**src/rtl/dma_req_credit.sv**
```systemverilog
// DMA request credit counter: counts request pulses and replays them one at a
// time over valid/ready. Optional request timeout enabled by DMA_REQ_TIMEOUT_EN.
module dma_req_credit #(
  parameter int CW             = 4,
  parameter int GAP_CYCLES     = 0,
  parameter int TIMEOUT_CYCLES = 256
) (
  input  logic          clk_b,
  input  logic          reset,
  input  logic          pulse_in,
  output logic          req_valid,
  input  logic          req_ready,
  output logic [CW-1:0] credit_count,
  output logic          overflow,
  input  logic          clear_ovf,
  output logic          busy,
  output logic          timeout
);

  typedef enum logic [1:0] {
    S_IDLE = 2'd0,
    S_REQ  = 2'd1,
    S_GAP  = 2'd2
  } state_t;

  localparam logic [CW-1:0] CMAX     = {CW{1'b1}};
  localparam logic [CW-1:0] CONE     = {{(CW-1){1'b0}}, 1'b1};
  localparam logic [7:0]    GAP_LAST = (GAP_CYCLES > 0) ? 8'(GAP_CYCLES - 1) : 8'd0;

  state_t        r_state;
  state_t        w_state_nxt;
  logic [CW-1:0] r_credit;
  logic          r_ovf;
  logic [7:0]    r_gap;
  logic          w_accept;
  logic          w_expire;
  logic          w_full;
  logic          w_inc;
  logic          w_dec;

  assign w_accept = (r_state == S_REQ) & req_ready;
  assign w_full   = (r_credit == CMAX);
  assign w_dec    = w_accept | w_expire;
  // A pulse at full credit still counts when this cycle frees a slot.
  assign w_inc    = pulse_in & (~w_full | w_dec);

`ifdef DMA_REQ_TIMEOUT_EN
  localparam int          TW      = $clog2(TIMEOUT_CYCLES + 1);
  localparam logic [TW-1:0] TO_LAST = TW'(TIMEOUT_CYCLES - 1);

  logic [TW-1:0] r_to_cnt;
  logic          r_timeout;

  // Accept wins over a coincident expiry.
  assign w_expire = (r_state == S_REQ) & ~req_ready & (r_to_cnt == TO_LAST);

  // Wait counter: runs only while a request sits unaccepted, restarts otherwise.
  always_ff @(posedge clk_b) begin
    if (reset) begin
      r_to_cnt  <= '0;
      r_timeout <= 1'b0;
    end else begin
      r_timeout <= w_expire;
      if ((r_state == S_REQ) && !req_ready && !w_expire) begin
        r_to_cnt <= r_to_cnt + TW'(1);
      end else begin
        r_to_cnt <= '0;
      end
    end
  end

  assign timeout = r_timeout;
`else
  assign w_expire = 1'b0;
  assign timeout  = 1'b0;
`endif

  // Credit counter: +1 per pulse, -1 per accept or abandoned request.
  always_ff @(posedge clk_b) begin
    if (reset) begin
      r_credit <= '0;
    end else begin
      case ({w_inc, w_dec})
        2'b10:   r_credit <= r_credit + CONE;
        2'b01:   r_credit <= r_credit - CONE;
        default: r_credit <= r_credit;
      endcase
    end
  end

  // Sticky overflow flag; clear beats a same-cycle set.
  always_ff @(posedge clk_b) begin
    if (reset) begin
      r_ovf <= 1'b0;
    end else if (clear_ovf) begin
      r_ovf <= 1'b0;
    end else if (pulse_in && w_full && !w_dec) begin
      r_ovf <= 1'b1;
    end
  end

  // Gap counter counts cycles spent in GAP.
  always_ff @(posedge clk_b) begin
    if (reset || (r_state != S_GAP)) begin
      r_gap <= 8'd0;
    end else begin
      r_gap <= r_gap + 8'd1;
    end
  end

  // State register.
  always_ff @(posedge clk_b) begin
    if (reset) begin
      r_state <= S_IDLE;
    end else begin
      r_state <= w_state_nxt;
    end
  end

  // Next-state logic.
  always_comb begin
    w_state_nxt = r_state;
    case (r_state)
      S_IDLE: begin
        if (r_credit != '0) begin
          w_state_nxt = S_REQ;
        end else begin
          w_state_nxt = S_IDLE;
        end
      end
      S_REQ: begin
        if (w_accept) begin
          if (GAP_CYCLES > 0) begin
            w_state_nxt = S_GAP;
          end else if (r_credit > CONE) begin
            w_state_nxt = S_REQ;
          end else begin
            w_state_nxt = S_IDLE;
          end
        end else if (w_expire) begin
          w_state_nxt = S_IDLE;
        end else begin
          w_state_nxt = S_REQ;
        end
      end
      S_GAP: begin
        if (r_gap == GAP_LAST) begin
          w_state_nxt = (r_credit != '0) ? S_REQ : S_IDLE;
        end else begin
          w_state_nxt = S_GAP;
        end
      end
      default: w_state_nxt = S_IDLE;
    endcase
  end

  assign req_valid    = (r_state == S_REQ);
  assign credit_count = r_credit;
  assign overflow     = r_ovf;
  assign busy         = (r_state != S_IDLE) | (r_credit != '0);

endmodule

```
**config.mk**
```make
export PLATFORM = sky130hd
export DESIGN_NAME = dma_req_credit
export DESIGN_NICKNAME = d
export VERILOG_FILES = /design/src/rtl/dma_req_credit.sv
export SDC_FILE = /design/constraint.sdc
export NUM_CORES = 1
export LEC_CHECK = 0
export ABC_AREA = 1
export CAP_MARGIN = 15
export CORE_ASPECT_RATIO = 2
export CORE_MARGIN = 2
export CORE_UTILIZATION = 31
export DETAILED_ROUTE_END_ITERATION = 10
export PLACE_DENSITY = 0.62
export REMOVE_ABC_BUFFERS = 1
export SLEW_MARGIN = 20
export SYNTH_ARGS = -nofsm -noshare
export SYNTH_HDL_FRONTEND = slang
export SYNTH_SLANG_ARGS = --single-unit
```
**constraint.sdc**
```tcl
create_clock -name clk_b -period 2.7 [get_ports clk_b]
set_clock_uncertainty 0.15 [all_clocks]
set_input_delay 0.81 -clock clk_b [delete_from_list [all_inputs] [get_ports clk_b]]
set_output_delay 0.81 -clock clk_b [all_outputs]
set_load 0.01 [all_outputs]
```
* Word-level counts from Yosys, hierarchy flattened
Index checks and enable logic that the tools add are counted.
** Storage, ports and cells
- Register bits :: 15
- Input bits :: 5
- Output and inout bits :: 8
** Cells by class
- Add/subtract/negate cells :: 3
- Order comparisons :: 1
- Equality and inequality tests :: 6
- Multiplexer cells :: 6
- Bitwise gates (word level) :: 5
- Reduce and logical (&&, ||, !) cells :: 10
** Operator list (count)
- 8-bit by 1-bit adder with 8-bit output (second input constant) :: 1
- 8-bit zero test :: 1
- 4-bit one-hot mux with 2 select lines :: 1
- 2-bit one-hot mux with 3 select lines :: 1
- 4-bit by 1-bit adder with 4-bit output (second input constant) :: 1
- 2-bit by 1-bit equality test with 1-bit output (second input constant) :: 2
- 2-bit equality test (second input constant) :: 2
- 4-bit equality test (second input constant) :: 1
- 4-bit by 1-bit greater-than comparator with 1-bit output (second input constant) :: 1
- 2-bit 2-to-1 mux :: 2
- 2-bit nonzero test :: 2
- 4-bit nonzero test :: 1
- 4-bit by 1-bit subtractor with 4-bit output (second input constant) :: 1
- 1-bit bitwise AND :: 2
- 1-bit logical AND :: 2
- 2-bit zero test :: 1
- 1-bit 2-to-1 mux :: 2
- 2-bit != test (second input constant) :: 1
- 1-bit bitwise OR :: 2
- 2-bit OR reduction :: 1
- 1-bit zero test :: 1
- 1-bit logical OR :: 1
- 1-bit NOT :: 1

* Longest topological paths before layout
- Word-level depth :: 6
- Mapped depth :: 11
- Depth with buffers taken out :: 11

* Worst setup path before layout
No wires, ideal clock.
- Kind :: input to register
- From :: input port req_ready
- To :: register r_credit[3] (netlist: credit_count[3])
- Library setup time :: 0.115 ns
- Arrival :: 1.701 ns
- Setup slack :: 0.734 ns
- Stages :: 8
- Path buffers :: 0
- Cells stage by stage :: nand2_2 nand2_1 nand2_1 ha_1 nor2_1 nand4_1 a21oi_1 nor2_1
** Between the ends
- Word-level cells in the longest chain between the ends :: 5
- Elaborated cells between the ends (all ways) :: 7
** RTL lines
- from (decl) :: line 12 : input logic req_ready,
- 1-bit bitwise AND * :: line 41 : assign w_accept = (r_state == S_REQ) & req_ready;
- 1-bit bitwise OR :: line 45 : assign w_inc = pulse_in & (~w_full | w_dec);
- 1-bit bitwise AND :: line 45
- 2-bit by 1-bit equality test with 1-bit output or 2-bit equality test (tied branches) :: line 83 : case ({w_inc, w_dec})
- 4-bit one-hot mux with 2 select lines or 2-bit nonzero test (tied branches)
- to (signal assigned) :: line 84 : 2'b10: r_credit <= r_credit + CONE;
- to (signal assigned) :: line 85 : 2'b01: r_credit <= r_credit - CONE;
- to (signal assigned) :: line 86 : default: r_credit <= r_credit;
- to (decl) :: line 32 : logic [CW-1:0] r_credit;
Every way passes the cells marked *; elsewhere a longest branch is shown, timed or not.
A chain may end at the register's enable or synchronous reset.

* Final worst setup path
- From :: register r_state[0]
- To :: output port req_valid
** Between the ends
- Word-level cells in the longest chain between the ends :: 1
** RTL lines
- from (decl) :: line 30 : state_t r_state;
- from (signal assigned) :: line 116 : r_state <= w_state_nxt;
- 2-bit by 1-bit equality test with 1-bit output :: line 157 : assign req_valid = (r_state == S_REQ);
- to (decl) :: line 11 : output logic req_valid,
Every way passes these cells.

==> impl_results.html <==
<table>
<tr><th>Metric</th><th>Value</th></tr>
<tr><th colspan="2">Global routing</th></tr>
<tr><td>Met1 Use GR</td><td>0.116</td></tr>
<tr><td>Met2 GRT Util</td><td>0.236</td></tr>
<tr><td>Total track usage</td><td>0.125</td></tr>
<tr><td>Pin count of the biggest net entering global routing</td><td>10</td></tr>
<tr><td>Initial antenna violation count</td><td>0</td></tr>
<tr><td>First-pass GRT wire length</td><td>3.15 mm</td></tr>
<tr><td>Via count of the first global-routing pass</td><td>776</td></tr>
<tr><td>Layer carrying the most global-route usage</td><td>met2</td></tr>
<tr><td>Grt ovf</td><td>0</td></tr>
<tr><td>Global-route track usage on met3</td><td>0.0182</td></tr>
<tr><th colspan="2">Min path</th></tr>
<tr><td>Class of the worst hold path</td><td>reg -&gt; reg</td></tr>
<tr><th colspan="2">Clocking</th></tr>
<tr><td>Clock net sink count</td><td>15</td></tr>
<tr><td>Source-to-sink clock delay at the later pin of the worst-skew pair</td><td>0.25 ns</td></tr>
<tr><td>Post-CTS setup buffer count</td><td>0</td></tr>
<tr><td>Total CTS buffers</td><td>3</td></tr>
<tr><td># hold bufs at CTS</td><td>0</td></tr>
<tr><td>Deepest level of the CTS H-tree</td><td>1</td></tr>
<tr><td>Number of buffers on the longest clock path</td><td>2</td></tr>
<tr><td>Clock tree from TritonCTS</td><td>done</td></tr>
<tr><td>Clock-pin slew on the worst setup and hold paths</td><td>0.06 ns</td></tr>
<tr><td>Post-CTS sizing</td><td>3</td></tr>
<tr><td>CTS root buffer</td><td>clkbuf_8</td></tr>
<tr><th colspan="2">Logic synthesis</th></tr>
<tr><td>Number of instances in the synthesized netlist</td><td>116</td></tr>
<tr><td>Synth top area share</td><td>0.342</td></tr>
<tr><td>Synth async-reset ratio</td><td>0</td></tr>
<tr><td>Biggest area contributors in the synthesized netlist</td><td>dfxtp_1 (34%), ha_1 (10%), nand2_1 (8.1%)</td></tr>
<tr><td>Commonest cells post-synth</td><td>nand2_1 (19), inv_1 (18), dfxtp_1 (15)</td></tr>
<tr><td>Flip-flop and latch count after synthesis</td><td>15</td></tr>
<tr><td>Post-synthesis sequential area ratio</td><td>0.342</td></tr>
<tr><td>Synth Area per Inst</td><td>7.56 sq um</td></tr>
<tr><td>Prevailing post-synth register cell</td><td>dfxtp_1</td></tr>
<tr><td>Number of synthesized flops with an enable pin</td><td>0</td></tr>
<tr><td>Count leader, synth</td><td>nand2_1</td></tr>
<tr><td>Combined area of all synthesized cells</td><td>877 sq um</td></tr>
<tr><td>Cell variety after synth</td><td>25</td></tr>
<tr><td>Largest area contributor in the netlist</td><td>dfxtp_1</td></tr>
<tr><td>Count of warnings emitted by yosys</td><td>0</td></tr>
<tr><th colspan="2">Routing</th></tr>
<tr><td>Pre-antenna DRT Iters</td><td>4</td></tr>
<tr><td>Vias after detailed routing</td><td>755</td></tr>
<tr><td>Average via count per standard cell</td><td>4.75</td></tr>
<tr><td>Detailed-route wire length</td><td>1.79 mm</td></tr>
<tr><td>Remaining number of nets flagged by the antenna check after routing</td><td>0</td></tr>
<tr><td>Post-detailed-route DRC marker count</td><td>0</td></tr>
<tr><td>WL/cell</td><td>11.2 microns</td></tr>
<tr><td>DRT iter0 DRCs</td><td>14</td></tr>
<tr><th colspan="2">Timing</th></tr>
<tr><td>Hold Fails Final Rpt</td><td>0</td></tr>
<tr><td>Period utilization</td><td>0.856</td></tr>
<tr><td>Final setup TNS</td><td>0 ns</td></tr>
<tr><td>Setup repair after global routing missed its margin</td><td>no</td></tr>
<tr><td>Max-slew violations</td><td>0</td></tr>
<tr><td>Clock period minus final worst setup slack</td><td>2.31 ns</td></tr>
<tr><td>Fmax</td><td>433 MHz</td></tr>
<tr><td>Final setup violation count</td><td>0</td></tr>
<tr><th colspan="2">Setup path</th></tr>
<tr><td>Destination of the critical timing path</td><td>req_valid</td></tr>
<tr><td>Critical Setup Path Class</td><td>reg -&gt; out</td></tr>
<tr><td>Reg-to-reg critical path startpoint</td><td>credit_count[3]</td></tr>
<tr><td>Kind of end point of the critical path</td><td>output pin</td></tr>
<tr><td>Largest fanout of any net on the critical path</td><td>3</td></tr>
<tr><td>Setup crit start kind</td><td>register</td></tr>
<tr><td>Origin of the worst setup path</td><td>r_state[0]</td></tr>
<tr><td>WP data arrival</td><td>1.35 ns</td></tr>
<tr><td>Endpoint of the worst-slack reg-to-reg timing path</td><td>credit_count[3]</td></tr>
<tr><td>Setup slack of the worst register-to-register path</td><td>0.75 ns</td></tr>
<tr><td>Required time of the critical path</td><td>1.74 ns</td></tr>
<tr><td>Number of cells on the worst reg-to-reg path</td><td>9</td></tr>
<tr><th colspan="2">Floorplan</th></tr>
<tr><td>Die outline width</td><td>41.6 microns</td></tr>
<tr><td>Effective utilization at floorplan</td><td>0.321</td></tr>
<tr><td>Vertical extent of the die</td><td>79.2 microns</td></tr>
<tr><td>Area inside the core boundary</td><td>2740 sq um</td></tr>
<tr><td>Std cell rows</td><td>27</td></tr>
<tr><td>Number of ports placed on the die boundary</td><td>13</td></tr>
<tr><td>Total Die Area</td><td>3300 sq um</td></tr>
<tr><th colspan="2">Placement</th></tr>
<tr><td>Number of buffer cells added on primary ports</td><td>11</td></tr>
<tr><td>Gpl congestion</td><td>0.775</td></tr>
<tr><td>HPWL after DPL</td><td>1.45 mm</td></tr>
<tr><th colspan="2">Final layout</th></tr>
<tr><td>Net count of the finished layout</td><td>143</td></tr>
<tr><td>Share of layout cells above drive strength 1</td><td>0.208</td></tr>
<tr><td>Number of antenna diodes</td><td>0</td></tr>
<tr><td>Number of inserted filler cells in the final layout</td><td>281</td></tr>
<tr><td>P&amp;R area growth vs syn</td><td>23.0%</td></tr>
<tr><th colspan="2">Job</th></tr>
<tr><td>Number of maximum-capacitance constraint violations</td><td>0</td></tr>
<tr><th colspan="2">Power</th></tr>
<tr><td>IR Drop Worst-Case VDD</td><td>0.000323 V</td></tr>
<tr><td>PnR Total Power</td><td>0.000590 W</td></tr>
<tr><td>Lkg Pwr</td><td>0.478 nW</td></tr>
<tr><td>Cell area power density</td><td>547 nW/um^2</td></tr>
<tr><th colspan="2">Status</th></tr>
<tr><td>Result of the run</td><td>completed</td></tr>
</table>
-- worst min path at each step --
stage               slack, ns     start  endpoint  depth (start not counted)
global route             0.35  overflow  overflow                          2
global placement         0.30  overflow  overflow                          2
finish                   0.30  overflow  overflow                          2
floorplan                0.29  r_gap[0]  r_gap[0]                          1
detailed placement       0.30  overflow  overflow                          2
CTS                      0.31  overflow  overflow                          2
-- where the power goes --
group / switching (W) / total [W] / internal [W]
combinational: 0.0000807 / 0.000155 / 0.0000742
clock: 0.0000803 / 0.000183 / 0.000102
sequential: 0.0000168 / 0.000252 / 0.000235
-- per-stage QoR --
step	setup WS, ns	area, sq um	util	hold slack, ns	cells
6_report	0.389	1080	0.394	0.305	159
5_1_grt	0.281	1080	0.394	0.345	159
4_1_cts	0.0531	1070	0.391	0.306	159
3_5_place_dp	0.154	1020	0.371	0.297	155
3_3_place_gp	0.198	1020	0.371	0.295	155
2_1_floorplan	0.734	870	-	0.290	115
-- cells in the final DEF (no fill, tap or decap), drive strengths merged --
cell type      Yosys  layout
o21ai              4       4
dlymetal6s2s       0       1
nand2             21      21
clkdlybuf4s50      0      10
dfxtp             15      15
inv               22      22
a21oi             10      10
nand4              2       2
nor3b              3       3
nand3b             1       1
xor2               1       1
nor2              14      14
clkbuf             0       3
nor3               5       5
ha                 7       7
conb               1       1
or2                2       2
clkinv             0       1
nand3              7       7
-- registers in the layout, indices dropped and copies added, names as in the netlist --
signal	count
overflow	1
r_state	2
credit_count	4
r_gap	8
-- routing by layer --
layer  share of wire  wire length [microns]
met5               0                      0
met3           0.035                     63
met4           0.048                     85
met2            0.56                    996
met1            0.36                    643
-- critical path, stage by stage, from the launching register on --
cell             delay, ns
dfxtp_1               0.35
inv_2                 0.06
nor2_2                0.13
clkdlybuf4s50_1       0.56
-- logic make-up after synthesis --
logic type,Yosys count,synth area share
fa+ha+maj,7,0.0999
buf+inv,23,0.103
flops,15,0.342
compound gates,14,0.0884
xor+xnor,1,0.00999
other cells,1,0.00428
simple gates,55,0.352
-- layout make-up --
class,instances,area [sq um],share of cell area
Sequential cell,15,303,0.281
Inverter,22,82.6,0.0766
Tap cell,29,36.3,0.0336
Clock buffer,3,41.3,0.0383
Timing Repair Buffer,11,113,0.104
Clock inverter,1,5.00,0.00464
Multi-Input combinational cell,78,498,0.462
(Power assumes the default switching activity.)
